===== src/rtl/udma_spis_pingpong_ctrl.sv =====
// udma_spis_pingpong_ctrl
//   Ping-pong sequencer for the SPI-slave uDMA channel config bus. It arms the
//   RX and TX channels on buffer set 0 or 1. On each slave end-of-transfer it
//   reports the finished buffer and re-arms the other set, with no CPU help.
//
//   Optional build macro: UDMA_SPIS_PP_READBACK_EN
//     When defined, the block reads RX_SIZE after each completion and reports
//     rx_len_o = rx_size_i - remaining. When undefined, no reads are issued,
//     rx_len_o is 0 and cfg_rwn_o is 0.
//
//   Ports
//     clk_i, rstn_i                  clock, async active-low reset
//     enable_i                       1 = run ping-pong, 0 = clear channels and stop
//     rx_addr0/1_i, tx_addr0/1_i     L2 start addresses for buffer 0/1
//     rx_size_i, tx_size_i           bytes per buffer
//     seot_i                         slave end-of-transfer pulse
//     cfg_*_o / cfg_data_i / cfg_ready_i   config bus master (valid/ready)
//     busy_o, armed_o, active_buf_o  sequencer status
//     done_valid_o, done_buf_o       completion pulse and buffer index
//     xfer_cnt_o, overrun_o          completion counter, sticky lost-seot flag
//     rx_len_o                       received byte count (readback build only)
//
//   state   | meaning
//   IDLE    | channels cleared, waiting for enable_i
//   W_RXA   | write RX start address
//   W_RXS   | write RX size
//   W_RXC   | write RX cfg (enable)
//   W_TXA   | write TX start address
//   W_TXS   | write TX size
//   W_TXC   | write TX cfg (enable)
//   ARMED   | both channels armed, waiting for seot_i
//   RD_LEN  | read back RX_SIZE (readback build only)
//   C_RX    | write RX cfg (clear)
//   C_TX    | write TX cfg (clear)
module udma_spis_pingpong_ctrl #(
  parameter int L2_AWIDTH_NOAL = 12,
  parameter int TRANS_SIZE     = 16
) (
  input  logic                      clk_i,
  input  logic                      rstn_i,
  input  logic                      enable_i,
  input  logic [L2_AWIDTH_NOAL-1:0] rx_addr0_i,
  input  logic [L2_AWIDTH_NOAL-1:0] rx_addr1_i,
  input  logic [L2_AWIDTH_NOAL-1:0] tx_addr0_i,
  input  logic [L2_AWIDTH_NOAL-1:0] tx_addr1_i,
  input  logic [TRANS_SIZE-1:0]     rx_size_i,
  input  logic [TRANS_SIZE-1:0]     tx_size_i,
  input  logic                      seot_i,
  output logic [31:0]               cfg_data_o,
  output logic [4:0]                cfg_addr_o,
  output logic                      cfg_valid_o,
  output logic                      cfg_rwn_o,
  input  logic [31:0]               cfg_data_i,
  input  logic                      cfg_ready_i,
  output logic                      busy_o,
  output logic                      armed_o,
  output logic                      active_buf_o,
  output logic                      done_valid_o,
  output logic                      done_buf_o,
  output logic [15:0]               xfer_cnt_o,
  output logic                      overrun_o,
  output logic [TRANS_SIZE-1:0]     rx_len_o
);

  localparam logic [4:0]  ADDR_RX_SADDR = 5'h00;
  localparam logic [4:0]  ADDR_RX_SIZE  = 5'h01;
  localparam logic [4:0]  ADDR_RX_CFG   = 5'h02;
  localparam logic [4:0]  ADDR_TX_SADDR = 5'h04;
  localparam logic [4:0]  ADDR_TX_SIZE  = 5'h05;
  localparam logic [4:0]  ADDR_TX_CFG   = 5'h06;
  localparam logic [31:0] CFG_EN        = 32'h0000_0010;
  localparam logic [31:0] CFG_CLR       = 32'h0000_0040;

  typedef enum logic [3:0] {
    S_IDLE, S_W_RXA, S_W_RXS, S_W_RXC, S_W_TXA, S_W_TXS, S_W_TXC,
    S_ARMED, S_C_RX, S_C_TX
`ifdef UDMA_SPIS_PP_READBACK_EN
    , S_RD_LEN
`endif
  } state_t;

  state_t      state_q, state_d;
  logic        buf_q, buf_d;
  logic        pend_q, pend_d;
  logic        ovr_q, ovr_d;
  logic        en_q;
  logic        done_q, done_d;
  logic        done_buf_q, done_buf_d;
  logic [15:0] cnt_q, cnt_d;
  logic        valid_q, valid_d;
  logic [4:0]  addr_q, addr_d;
  logic [31:0] data_q, data_d;
  logic        hs;
  logic        complete;
  logic        unused_cfg_data;
`ifdef UDMA_SPIS_PP_READBACK_EN
  logic                  rwn_q, rwn_d;
  logic [TRANS_SIZE-1:0] rx_len_q, rx_len_d;
`endif

  assign hs              = valid_q & cfg_ready_i;
  assign unused_cfg_data = ^cfg_data_i;

  always_comb begin
    state_d    = state_q;
    buf_d      = buf_q;
    pend_d     = pend_q;
    ovr_d      = ovr_q;
    done_d     = 1'b0;
    done_buf_d = done_buf_q;
    cnt_d      = cnt_q;
    complete   = 1'b0;
`ifdef UDMA_SPIS_PP_READBACK_EN
    rx_len_d   = rx_len_q;
`endif

    if (enable_i && !en_q) ovr_d = 1'b0;
    // A seot while busy is remembered once; a second one is lost and flagged.
    if (seot_i && state_q != S_IDLE && state_q != S_ARMED) begin
      if (pend_q) ovr_d  = 1'b1;
      else        pend_d = 1'b1;
    end

    case (state_q)
      S_IDLE:  if (enable_i) begin
                 state_d = S_W_RXA;
                 buf_d   = 1'b0;
               end
      S_W_RXA: if (hs) state_d = enable_i ? S_W_RXS : S_C_RX;
      S_W_RXS: if (hs) state_d = enable_i ? S_W_RXC : S_C_RX;
      S_W_RXC: if (hs) state_d = enable_i ? S_W_TXA : S_C_RX;
      S_W_TXA: if (hs) state_d = enable_i ? S_W_TXS : S_C_RX;
      S_W_TXS: if (hs) state_d = enable_i ? S_W_TXC : S_C_RX;
      S_W_TXC: if (hs) state_d = enable_i ? S_ARMED : S_C_RX;
      S_ARMED: begin
        if (seot_i || pend_q) begin
          // servicing the pending flag while a fresh seot arrives keeps one pending
          pend_d = pend_q & seot_i;
`ifdef UDMA_SPIS_PP_READBACK_EN
          state_d = S_RD_LEN;
`else
          complete = 1'b1;
          state_d  = enable_i ? S_W_RXA : S_C_RX;
`endif
        end else if (!enable_i) begin
          state_d = S_C_RX;
        end
      end
`ifdef UDMA_SPIS_PP_READBACK_EN
      S_RD_LEN: if (hs) begin
        complete = 1'b1;
        rx_len_d = rx_size_i - cfg_data_i[TRANS_SIZE-1:0];
        state_d  = enable_i ? S_W_RXA : S_C_RX;
      end
`endif
      S_C_RX:  if (hs) state_d = S_C_TX;
      S_C_TX:  if (hs) state_d = S_IDLE;
      default: state_d = S_IDLE;
    endcase

    if (complete) begin
      done_d     = 1'b1;
      done_buf_d = buf_q;
      cnt_d      = cnt_q + 16'd1;
      buf_d      = ~buf_q;
    end

    if (state_d == S_IDLE || (state_d == S_C_RX && state_q != S_C_RX)) pend_d = 1'b0;

    // Request registers load only on state entry so they hold through backpressure.
    valid_d = valid_q;
    addr_d  = addr_q;
    data_d  = data_q;
`ifdef UDMA_SPIS_PP_READBACK_EN
    rwn_d   = rwn_q;
`endif
    if (state_d != state_q) begin
      valid_d = 1'b1;
      addr_d  = 5'h00;
      data_d  = 32'h0;
`ifdef UDMA_SPIS_PP_READBACK_EN
      rwn_d   = 1'b0;
`endif
      case (state_d)
        S_W_RXA: begin addr_d = ADDR_RX_SADDR; data_d = 32'(buf_d ? rx_addr1_i : rx_addr0_i); end
        S_W_RXS: begin addr_d = ADDR_RX_SIZE;  data_d = 32'(rx_size_i); end
        S_W_RXC: begin addr_d = ADDR_RX_CFG;   data_d = CFG_EN; end
        S_W_TXA: begin addr_d = ADDR_TX_SADDR; data_d = 32'(buf_d ? tx_addr1_i : tx_addr0_i); end
        S_W_TXS: begin addr_d = ADDR_TX_SIZE;  data_d = 32'(tx_size_i); end
        S_W_TXC: begin addr_d = ADDR_TX_CFG;   data_d = CFG_EN; end
        S_C_RX:  begin addr_d = ADDR_RX_CFG;   data_d = CFG_CLR; end
        S_C_TX:  begin addr_d = ADDR_TX_CFG;   data_d = CFG_CLR; end
`ifdef UDMA_SPIS_PP_READBACK_EN
        S_RD_LEN: begin addr_d = ADDR_RX_SIZE; rwn_d = 1'b1; end
`endif
        default: valid_d = 1'b0;
      endcase
    end
  end

  always_ff @(posedge clk_i or negedge rstn_i) begin
    if (!rstn_i) begin
      state_q    <= S_IDLE;
      buf_q      <= 1'b0;
      pend_q     <= 1'b0;
      ovr_q      <= 1'b0;
      en_q       <= 1'b0;
      done_q     <= 1'b0;
      done_buf_q <= 1'b0;
      cnt_q      <= 16'h0;
      valid_q    <= 1'b0;
      addr_q     <= 5'h00;
      data_q     <= 32'h0;
    end else begin
      state_q    <= state_d;
      buf_q      <= buf_d;
      pend_q     <= pend_d;
      ovr_q      <= ovr_d;
      en_q       <= enable_i;
      done_q     <= done_d;
      done_buf_q <= done_buf_d;
      cnt_q      <= cnt_d;
      valid_q    <= valid_d;
      addr_q     <= addr_d;
      data_q     <= data_d;
    end
  end

`ifdef UDMA_SPIS_PP_READBACK_EN
  always_ff @(posedge clk_i or negedge rstn_i) begin
    if (!rstn_i) begin
      rwn_q    <= 1'b0;
      rx_len_q <= '0;
    end else begin
      rwn_q    <= rwn_d;
      rx_len_q <= rx_len_d;
    end
  end
  assign cfg_rwn_o = rwn_q;
  assign rx_len_o  = rx_len_q;
`else
  assign cfg_rwn_o = 1'b0;
  assign rx_len_o  = '0;
`endif

  assign cfg_valid_o  = valid_q;
  assign cfg_addr_o   = addr_q;
  assign cfg_data_o   = data_q;
  assign busy_o       = (state_q != S_IDLE) && (state_q != S_ARMED);
  assign armed_o      = (state_q == S_ARMED);
  assign active_buf_o = buf_q;
  assign done_valid_o = done_q;
  assign done_buf_o   = done_buf_q;
  assign xfer_cnt_o   = cnt_q;
  assign overrun_o    = ovr_q;

endmodule


===== config.mk =====
export PLATFORM = sky130hd
export DESIGN_NAME = udma_spis_pingpong_ctrl
export DESIGN_NICKNAME = d
export VERILOG_FILES = /design/src/rtl/udma_spis_pingpong_ctrl.sv
export SDC_FILE = /design/constraint.sdc
export NUM_CORES = 1
export LEC_CHECK = 0
export ABC_AREA = 1
export CAP_MARGIN = 40
export CORE_MARGIN = 1
export CORE_UTILIZATION = 40
export DETAILED_ROUTE_END_ITERATION = 8
export HOLD_SLACK_MARGIN = 0.03
export PLACE_DENSITY_LB_ADDON = 0.12
export SYNTH_ARGS = -nofsm -noshare
export SYNTH_HDL_FRONTEND = slang
export SYNTH_SLANG_ARGS = --single-unit
export TNS_END_PERCENT = 5

===== constraint.sdc =====
create_clock -name clk_i -period 2.8 [get_ports clk_i]
set_clock_uncertainty 0.2 [all_clocks]
set_input_delay 0.28 -clock clk_i [delete_from_list [all_inputs] [get_ports clk_i]]
set_output_delay 0.28 -clock clk_i [all_outputs]
set_load 0.05 [all_outputs]

# After elaboration in Yosys (flattened, before gate mapping)
# Index checks and enable logic that the tools add are counted.
# word_totals
regBits	64
inputBits	117
output_inout_bits	77
word_cells	88
# op_classes
n_addsub	1
eq_ne	20
n_mux	37
bitwise	3
n_reduce_logical	16
# ops
cell	n
$pmux W16 S6	1
$mux W4	18
$pmux W4 S10	1
$eq A4 B3 Y1 const B	7
$mux W12	2
$add A16 B1 Y16 const B	1
$eq A4 B2 Y1 const B	4
$eq A4 B4 Y1 const B	4
$pmux W3 S5	1
$mux W1	14
$eq A4 B1 Y1 const B	2
$logic_not A4 Y1	2
$reduce_or A2 Y1	4
$reduce_or A8 Y1	1
$logic_and A1 B1 Y1	5
$ne A4 B3 Y1 const B	1
$ne A4 B4 Y1	1
$ne A4 B4 Y1 const B	1
$reduce_bool A4 Y1	1
$and A1 B1 Y1	2
$logic_or A1 B1 Y1	2
$logic_not A1 Y1	1
$not A1 Y1	1

# Logic depth before layout (Yosys ltp)
# Gate-level depths: netlist of run 1.
# depth
depth_word	7
ltp_mapped	16
mapped_depth_nobuf	14

# Worst setup path after synthesis of run 1
# Ideal clock, no wire load.
# synth_timing
path_kind	register to register
startpoint	reg state_q[3]
endpoint	reg data_q[10], in the netlist cfg_data_o[10]
setup_time_ns	0.118
arrival_time_ns	1.888
required_ns	2.482
slack_ns	0.594
path_stages_with_launch	14
path_buffers	1
period_less_slack_ns	2.206
path_cell_list	dfrtp_1 inv_2 nand2_2 nor2_4 nand2_4 nand2_4 nand2_4 buf_6 o21ai_1 nor2_1 nor2_1 nand2_1 nand2_1 nand2_1
# synth_via
word_cells_on_any_way	39
cone_classes	18 x eq/ne; 18 x mux; 3 x reduce/logical
# synth_lines
element	line	text
start: declaration	82	state_t state_q, state_d;
start signal: assignment	215	state_q <= state_d;
$eq A4 B3 Y1 (*)	--	
net armed_o	56	output logic armed_o,
$pmux W4 S10 or $mux W1 (tied branches)	124	case (state_q)
$eq A4 B4 Y1 (tied with other cells)	184	case (state_d)
$reduce_or A2 Y1 (no line) (tied with other cells)	--	
$pmux W16 S6	184	
end signal: assignment	225	data_q <= data_d;
end: declaration	92	logic [31:0] data_q, data_d;
# The timed path passes the listed nets; every way through them passes the cells marked *.
# A chain may end at the register's enable or synchronous reset.

# Worst setup path after layout of run 1
# layout_timing
startpoint	reg state_q[2]
endpoint	out busy_o
# layout_via
elab_chain_len	2
word_cells_on_any_way	3
cone_classes	1 x eq/ne; 2 x reduce/logical
# layout_rtl
element	line	text
$ne A4 B3 Y1 or $reduce_bool A4 Y1 (tied branches)	249	assign busy_o = (state_q != S_IDLE) && (state_q != S_ARMED);
$logic_and A1 B1 Y1 (*)	249	
end: declaration	55	output logic busy_o,
# Every way passes the cells marked *; elsewhere a longest branch is shown, timed or not.

==> results of run 1 <==
cell usage after synthesis (6+ instances only):
| cell | instances |
|---|---|
| sky130_fd_sc_hd__nand2_1 | 164 |
| sky130_fd_sc_hd__nor2_1 | 73 |
| sky130_fd_sc_hd__inv_1 | 51 |
| sky130_fd_sc_hd__dfrtp_1 | 46 |
| sky130_fd_sc_hd__nand3_1 | 46 |
| sky130_fd_sc_hd__buf_4 | 39 |
| sky130_fd_sc_hd__nand2_2 | 9 |
| sky130_fd_sc_hd__nand4_1 | 9 |
| sky130_fd_sc_hd__o21ai_1 | 9 |
| sky130_fd_sc_hd__xor2_1 | 9 |
| sky130_fd_sc_hd__nor3_1 | 8 |
| sky130_fd_sc_hd__o21ai_0 | 8 |
| sky130_fd_sc_hd__buf_6 | 6 |
| sky130_fd_sc_hd__xnor2_1 | 6 |
power by group:
| group | total (mW) | switching, mW | internal [mW] |
|---|---|---|---|
| combinational | 2.42 | 1.68 | 0.743 |
| sequential | 0.970 | 0.150 | 0.819 |
| clock | 0.513 | 0.245 | 0.268 |
| total | 3.90 | 2.07 | 1.83 |
final cells by class:
cell class / count / area share (%)
multi-input cells: 407 / 39.5
flip-flops and latches: 46 / 23.8
well taps: 105 / 2.72
clock inverters: 3 / 0.906
clock buffers: 5 / 1.42
repair buffers: 133 / 27.2
inverters: 57 / 4.43
kinds of logic (layout without fill, tap and decap cells):
group | count (synthesis) | after routing | synth area share (%)
xor+xnor | 15 | 15 | 3.74
flops | 46 | 46 | 32.8
buf+inv | 103 | 198 | 16.5
other cells | 1 | 35 | 0.107
simple gates | 331 | 331 | 42.5
compound gates | 25 | 25 | 3.99
fa+ha+maj | 1 | 1 | 0.356
per-layer routing:
layer	wire (um)	track usage (%)
met4	40	3.36
met2	4660	37.6
met5	0	0
met3	608	4.19
met1	4290	28.5
flip-flops by register name, indices dropped and copies added, names as in the netlist:
signal,flops
overrun_o,1
cfg_data_o,16
done_valid_o,1
active_buf_o,1
cfg_addr_o,3
cfg_valid_o,1
pend_q,1
xfer_cnt_o,16
en_q,1
state_q,4
done_buf_o,1
worst register-to-register path, delay by kind of cell (launching register included):
| family | cells | cell delay (ns) |
|---|---|---|
| compound gates | 1 | 0.13 |
| buf+inv | 2 | 0.31 |
| flops | 1 | 0.66 |
| simple gates | 10 | 1.17 |
path summary, 6_finish.rpt:
path | endpoint
setup / recovery | busy_o
hold / removal | state_q[3]
setup reg to reg | cfg_data_o[1]
hold reg to reg | xfer_cnt_o[15]
max in group asynchronous | cfg_data_o[11]
min in group clk_i | xfer_cnt_o[15]
metrics by stage:
step           util, %  setup slack [ns]  area, um^2
6_report          57.9             0.124        4830
5_1_grt           57.9            0.0276        4830
3_5_place_dp      56.4             0.208        4710
4_1_cts           57.9            0.0997        4830
3_3_place_gp      56.4             0.207        4710
2_1_floorplan        -             0.594        3640
repair_timing:
item	4_1_cts	5_1_grt
resized for setup	0	1
hold endpoints to repair	12	0
setup endpoints to repair	0	1
buffers inserted	0	0
hold buffers	1	0
==> impl_summary.md, run 1 <==
Floorplanning
The height of the chip is 95.7 um. For this design the top-level I/O count stands at 194. The starting utilization of the core area is 42.1%. The floorplan step defined a die boundary enclosing 9160 um^2. The floorplan step set the die width to 95.7 um. The floorplan has 33 rows.

The placeable core region is 8340 um^2.

STA
Setup repair after global routing left no endpoint under its margin. The number of max-slew violations in the final report is 0. For the pin with the worst max-slew slack, the measured transition is 0.526 ns.

The final critical path time including I/O delays and setup is 2.68 ns. The number of hold violations in the final report came to 0. In the final timing run, aggregate negative setup slack is 0 ns. The worst hold slack across all endpoints is 0.203 ns. The fraction of the cycle the final worst path needs is 95.6%. Derived from the worst setup path, the maximum achievable clock frequency is 374 MHz. In this run the tightest slew margin relative to its limit is 64.8%. Setup violations remaining at the end of the flow were counted as 0.

Global route
The number of global-route vias before repair came to 3346. The global-route congestion overflow total is 0. The wire length of the first global-routing pass is 15400 um. The largest net degree at the start of global routing is 35.

The initial antenna violation count came to 0. Global routing consumed, over all layers together, 21.7% of the routing resources.

Final layout
The post-layout instance count excluding filler cells is 756. The flip-flop and latch area is 1150 um^2. In the final layout, the multi-input gates occupy 1910 um^2. The number of filler cells placed in the layout is 832. Relative to the synthesized area, the layout overhead comes to 37.6%. The share of cells above drive strength 1 is 7.53%.

Leaving out fill and tap cells, the most frequent cell in the layout is sky130_fd_sc_hd__nand2_1. The top cell types in the final layout, fill and taps aside, are 164 x sky130_fd_sc_hd__nand2_1, 124 x sky130_fd_sc_hd__clkdlybuf4s50_1, 73 x sky130_fd_sc_hd__nor2_1, 51 x sky130_fd_sc_hd__inv_1. The total inserted antenna cells is 0. The final layout contains 768 nets.

Worst setup path
The critical path capture point type is a primary output. The kind of critical path is register to primary output. STA classifies the critical path startpoint as a register. The reg-to-reg critical path startpoint is state_q[2]. The worst path required time is 2.32 ns. For this design, the slowest cell found on the critical path is sky130_fd_sc_hd__clkdlybuf4s50_1. Across all register-to-register paths, the minimum setup slack is 0.23 ns.

The most prevalent standard cell on the critical path is sky130_fd_sc_hd__nand2_1. STA puts the critical path data arrival time at 2.20 ns. Traced cell by cell, the critical path runs through inv_1 -> nand2_1 -> nand2_1 -> nand2_1 -> clkdlybuf4s50_1. The number of stages on the worst setup path is 5. The critical path startpoint is state_q[2]. For this run, the slowest stage of the critical path takes 0.81 ns. For the worst flop-to-flop path, the logic depth is 13. The biggest fanout along the worst timing path is 12.

The family with the most delay on the worst path is buffers and inverters. The sum of buffers and inverters on the critical path is 2.

Placed design
The sum of net half-perimeters after detailed placement is 7770 um. The count of port buffers added during placement is 126. Including well taps, the total number of placed cells is 747.

The routability congestion estimate is 0.910.

Clock network
The maximum root-to-sink buffer count is 2. Counting every sink on the clock net gives 46. The clock slew at the register clock pins of the worst setup and hold paths is 0.09 ns. TritonCTS built the clock tree. Clock latency on the worst-skew pair, taken at its later pin, is 0.30 ns.

The maximum level of the CTS H-tree is 2. The number of clock buffers added by TritonCTS is 5. The clock root buffer master is sky130_fd_sc_hd__clkbuf_8.

Yosys
Counting distinct cell types in the post-synthesis netlist gives 29. The main flop type after synthesis is sky130_fd_sc_hd__dfrtp_1. The count of flip-flops with a built-in enable after synthesis is 0. Synthesis produced a netlist whose cell count is 522. For this run, the register share of the synthesized area comes to 32.8%. The combined area of all synthesized cells is 3510 um^2. The largest area contributor in the synthesized netlist is sky130_fd_sc_hd__dfrtp_1. The register bit total from synthesis is 46. After synthesis, the share of flip-flops with an asynchronous set or reset is 100%.

Summed over its instances, the top area cell type makes up 32.8% of the synthesized netlist area. A synthesized cell averages 6.73 um^2. Ranked by total cell area, the synthesized netlist is headed by sky130_fd_sc_hd__dfrtp_1 33%, sky130_fd_sc_hd__nand2_1 18%, sky130_fd_sc_hd__buf_4 8.3%. During synthesis, Yosys emitted a total of 0 warnings.

Outcome
The run finished with clean final reports.

Flow run
Across the run, the number of max-cap violations was 0.

Routing
Once detail routing completed, the nets flagged for antenna violations numbered 0. The count of routing violations after the opening detailed-route iteration is 168. In the routed design, unresolved DRC markers number 0. For this run, the detailed router's first-pass iteration total came to 4.

The routed length per placed instance is 12.7 um. The routed via count divided by cell count is 4.68. For this block, the routed nets add up to 9600 um of wire. Across all layers, the routed design uses 3537 vias.

Power and ir drop
For this design the static power due to leakage is 2.57 nW. Power spread over the standard cell area amounts to 808 nW/um^2. Summing internal, switching and leakage power gives 3.90 mW. The largest voltage drop on the vdd net is 0.451 mV.

Worst hold path
The worst hold path belongs to the class input pin to async pin.
(Power assumes the default switching activity.)
==> run 2, diff against run 1 <==
CORE_MARGIN = 2   (was 1)
==> impl_summary.md, run 2 (same netlist as run 1, synthesis figures left out) <==
Floorplanning
Row generation in the floorplan step produced 34 rows. The die is 97.7 um tall. The top-level I/O count is 194. The die extent in x is 97.7 um. The placeable core region is 8640 um^2. The area enclosed by the die boundary is 9550 um^2. Once the floorplan was initialized, standard cells occupied 40.7% of the core.

Worst hold path
The number of cells traversed by the worst hold path is 2. The worst hold endpoint is cfg_addr_o[0]. The startpoint identified for the worst hold timing path is cfg_addr_o[0].

The path class of the lowest-slack min-delay path is register to register.

Worst setup path
The worst path required time is 2.32 ns. The critical path is of the register to primary output type. The worst setup path is captured at a primary output. The biggest fanout along the worst timing path is 12. The endpoint identified for the worst register-to-register timing path is cfg_data_o[8]. Data on the critical path arrives at its endpoint at 2.18 ns. The number of cells on the worst reg-to-reg path is 13. Together, buffers and inverters on the worst path number 2. The maximum cell stage delay along the critical path is 0.81 ns.

The sort of element at the start of the critical path is a register. The most prevalent standard cell on the critical path is sky130_fd_sc_hd__nand2_1. The cell with the largest stage delay on the worst path is sky130_fd_sc_hd__clkdlybuf4s50_1. The family with the most delay on the worst path is buffers and inverters. The setup slack on the worst flop-to-flop path is 0.26 ns. The reg-to-reg critical path startpoint is state_q[2]. Walking the worst path, the cells encountered are inv_1 -> nand2_1 -> nand2_1 -> nand2_1 -> clkdlybuf4s50_1.

Final layout
The library cell used most frequently in the layout, excluding fill and tap cells, is sky130_fd_sc_hd__nand2_1. The post-layout instance count excluding filler cells is 757. The top cell types in the final layout, fill and taps aside, are 164 x sky130_fd_sc_hd__nand2_1, 125 x sky130_fd_sc_hd__clkdlybuf4s50_1, 73 x sky130_fd_sc_hd__nor2_1, 51 x sky130_fd_sc_hd__inv_1. The area overhead of the layout relative to synthesis is 36.6%. The total inserted antenna cells is 0. The share of cells above drive strength 1 is 7.24%. The number of nets in the layout is 766.

STA
Measured against its own limit, the worst slew margin works out to 61.0%. Setup violations remaining at the end of the flow were counted as 0. Final hold analysis gives a worst-case slack of 0.282 ns. The transition time at the pin with the least slew margin is 0.585 ns. Of the available clock period, the critical path in the final layout requires 95.2%. The maximum frequency from static timing analysis is 375 MHz.

The number of max-slew violations in the final report came to 0. The total negative slack is 0 ns. Setup repair after global routing left no endpoint under its margin. The number of hold violations in the final report came to 0. For the finished layout, the period the worst path requires is 2.66 ns.

Clock network
TritonCTS built the clock tree. The clock slew at the register clock pins of the worst setup and hold paths is 0.10 ns. The cell sitting at the root of the clock tree is a sky130_fd_sc_hd__clkbuf_8.

The maximum level of the CTS H-tree is 2. Once the clock tree was built, the setup fixing pass inserted 0 buffers. The clock passes through at most 2 buffers.

The clock network latency to the later pin of the worst-skew pair is 0.31 ns. The number of clock sinks is 46. The number of buffers created by CTS is 5.

Placed design
The count of port buffers added during placement is 126. The congestion estimate from routability-driven global placement came to 0.881. The instance count after placement with tap cells included is 748. After legalization and detailed placement, the total HPWL measured 7910 um.

Power and ir drop
The worst-case IR drop observed on VDD is 0.474 mV. The leakage power of the design is 2.52 nW. In this run the power density over the cells is 796 nW/um^2.

Global route
The largest net degree at the start of global routing is 28. The initial antenna violation count is 0. The wire length of the first global-routing pass is 15800 um. The global-route congestion overflow total is 0. The number of global-route vias before repair is 3355. The total routing usage reported by global routing is 20.4%.

Routing
The DRC violation count after routing is 0. The routed length per placed instance is 12.9 um. The remaining number of nets flagged by the antenna check after routing is 0. The iteration count of the initial detailed-routing pass is 4. The routed via count divided by cell count is 4.63. The total number of vias is 3503. The count of routing violations after the opening detailed-route iteration is 210. The final layout contains routed wiring with a total length of 9760 um.

Flow run
The tool flagged a number of max-cap violations equal to 0.

Outcome
The flow ran to the end, and the final reports show no timing, DRC or antenna violations.
## run 2: cell count changes in the layout (fill, tap and decap cells not counted)
cell,previous run,this run
sky130_fd_sc_hd__buf_4,6,4
sky130_fd_sc_hd__bufinv_16,1,0
sky130_fd_sc_hd__clkdlybuf4s50_1,124,125
sky130_fd_sc_hd__clkinv_2,1,0
sky130_fd_sc_hd__clkinvlp_4,0,2
sky130_fd_sc_hd__dlymetal6s2s_1,1,0
## run 2: per-stage QoR
step           total power, mW  utilization [%]  worst slack (ns)  instance area, um^2
2_1_floorplan             2.76                -             0.594                 3640
3_3_place_gp              3.38             54.4             0.238                 4700
3_5_place_dp              3.40             54.4             0.171                 4700
4_1_cts                   3.84             55.6             0.163                 4800
5_1_grt                   4.15             55.6            0.0253                 4800
6_report                  3.82             55.6             0.136                 4800
## run 2: worst min-delay path: cells and delay by family, from the launching register on
kind	cells	cell delay, ns
flip-flops	1	0.36
AND/OR/NAND/NOR	2	0.10
## run 2: repair_timing
item | 4_1_cts | 5_1_grt
hold buffers | 1 | 0
hold endpoints to repair | 24 | 0
resized for setup | 0 | 0
## run 2: routing by layer
layer  global-route usage [%]  vias up  wire, um  share of wire, %
met4                     6.30        0       199               2.0
met3                     5.68       15       876               9.0
li1                         -     1803         -                 -
met1                     25.8     1528      4140                42
met5                        0        -         0                 0
met2                     34.1      157      4540                47
## run 2: worst max path at each step
stage | from | endpoint | slack [ns] | cells past startpoint
3_3_place_gp | cfg_ready_i | cfg_data_o[12] | 0.24 | 11
4_1_cts | state_q[2] | busy_o | 0.16 | 5
2_1_floorplan | state_q[3] | cfg_data_o[10] | 0.59 | 13
6_report | state_q[2] | busy_o | 0.14 | 5
5_1_grt | state_q[2] | cfg_data_o[6] | 0.03 | 13
3_5_place_dp | cfg_ready_i | cfg_data_o[12] | 0.17 | 11
## run 2: power by group
group	leakage, nW	total (mW)	switching, mW	internal, mW
Combinational	1.86	2.45	1.71	0.740
Clock	0.0408	0.433	0.254	0.179
Sequential	0.619	0.935	0.116	0.819
Total	2.52	3.82	2.08	1.74
## run 2: layout make-up
type / count / area, um^2
Clock buffer: 5 / 68.8
Clock inverter: 3 / 23.8
Fill cell: 885 / 3840
Inverter: 57 / 214
Multi-Input combinational cell: 407 / 1910
Sequential cell: 46 / 1150
Tap cell: 108 / 135
Timing Repair Buffer: 131 / 1300
==> run 3, diff against run 2 <==
SLEW_MARGIN = 20   (was not set)
==> results of run 3 <==
Same layout as run 2: the final DEF is identical, and so are final timing and power.
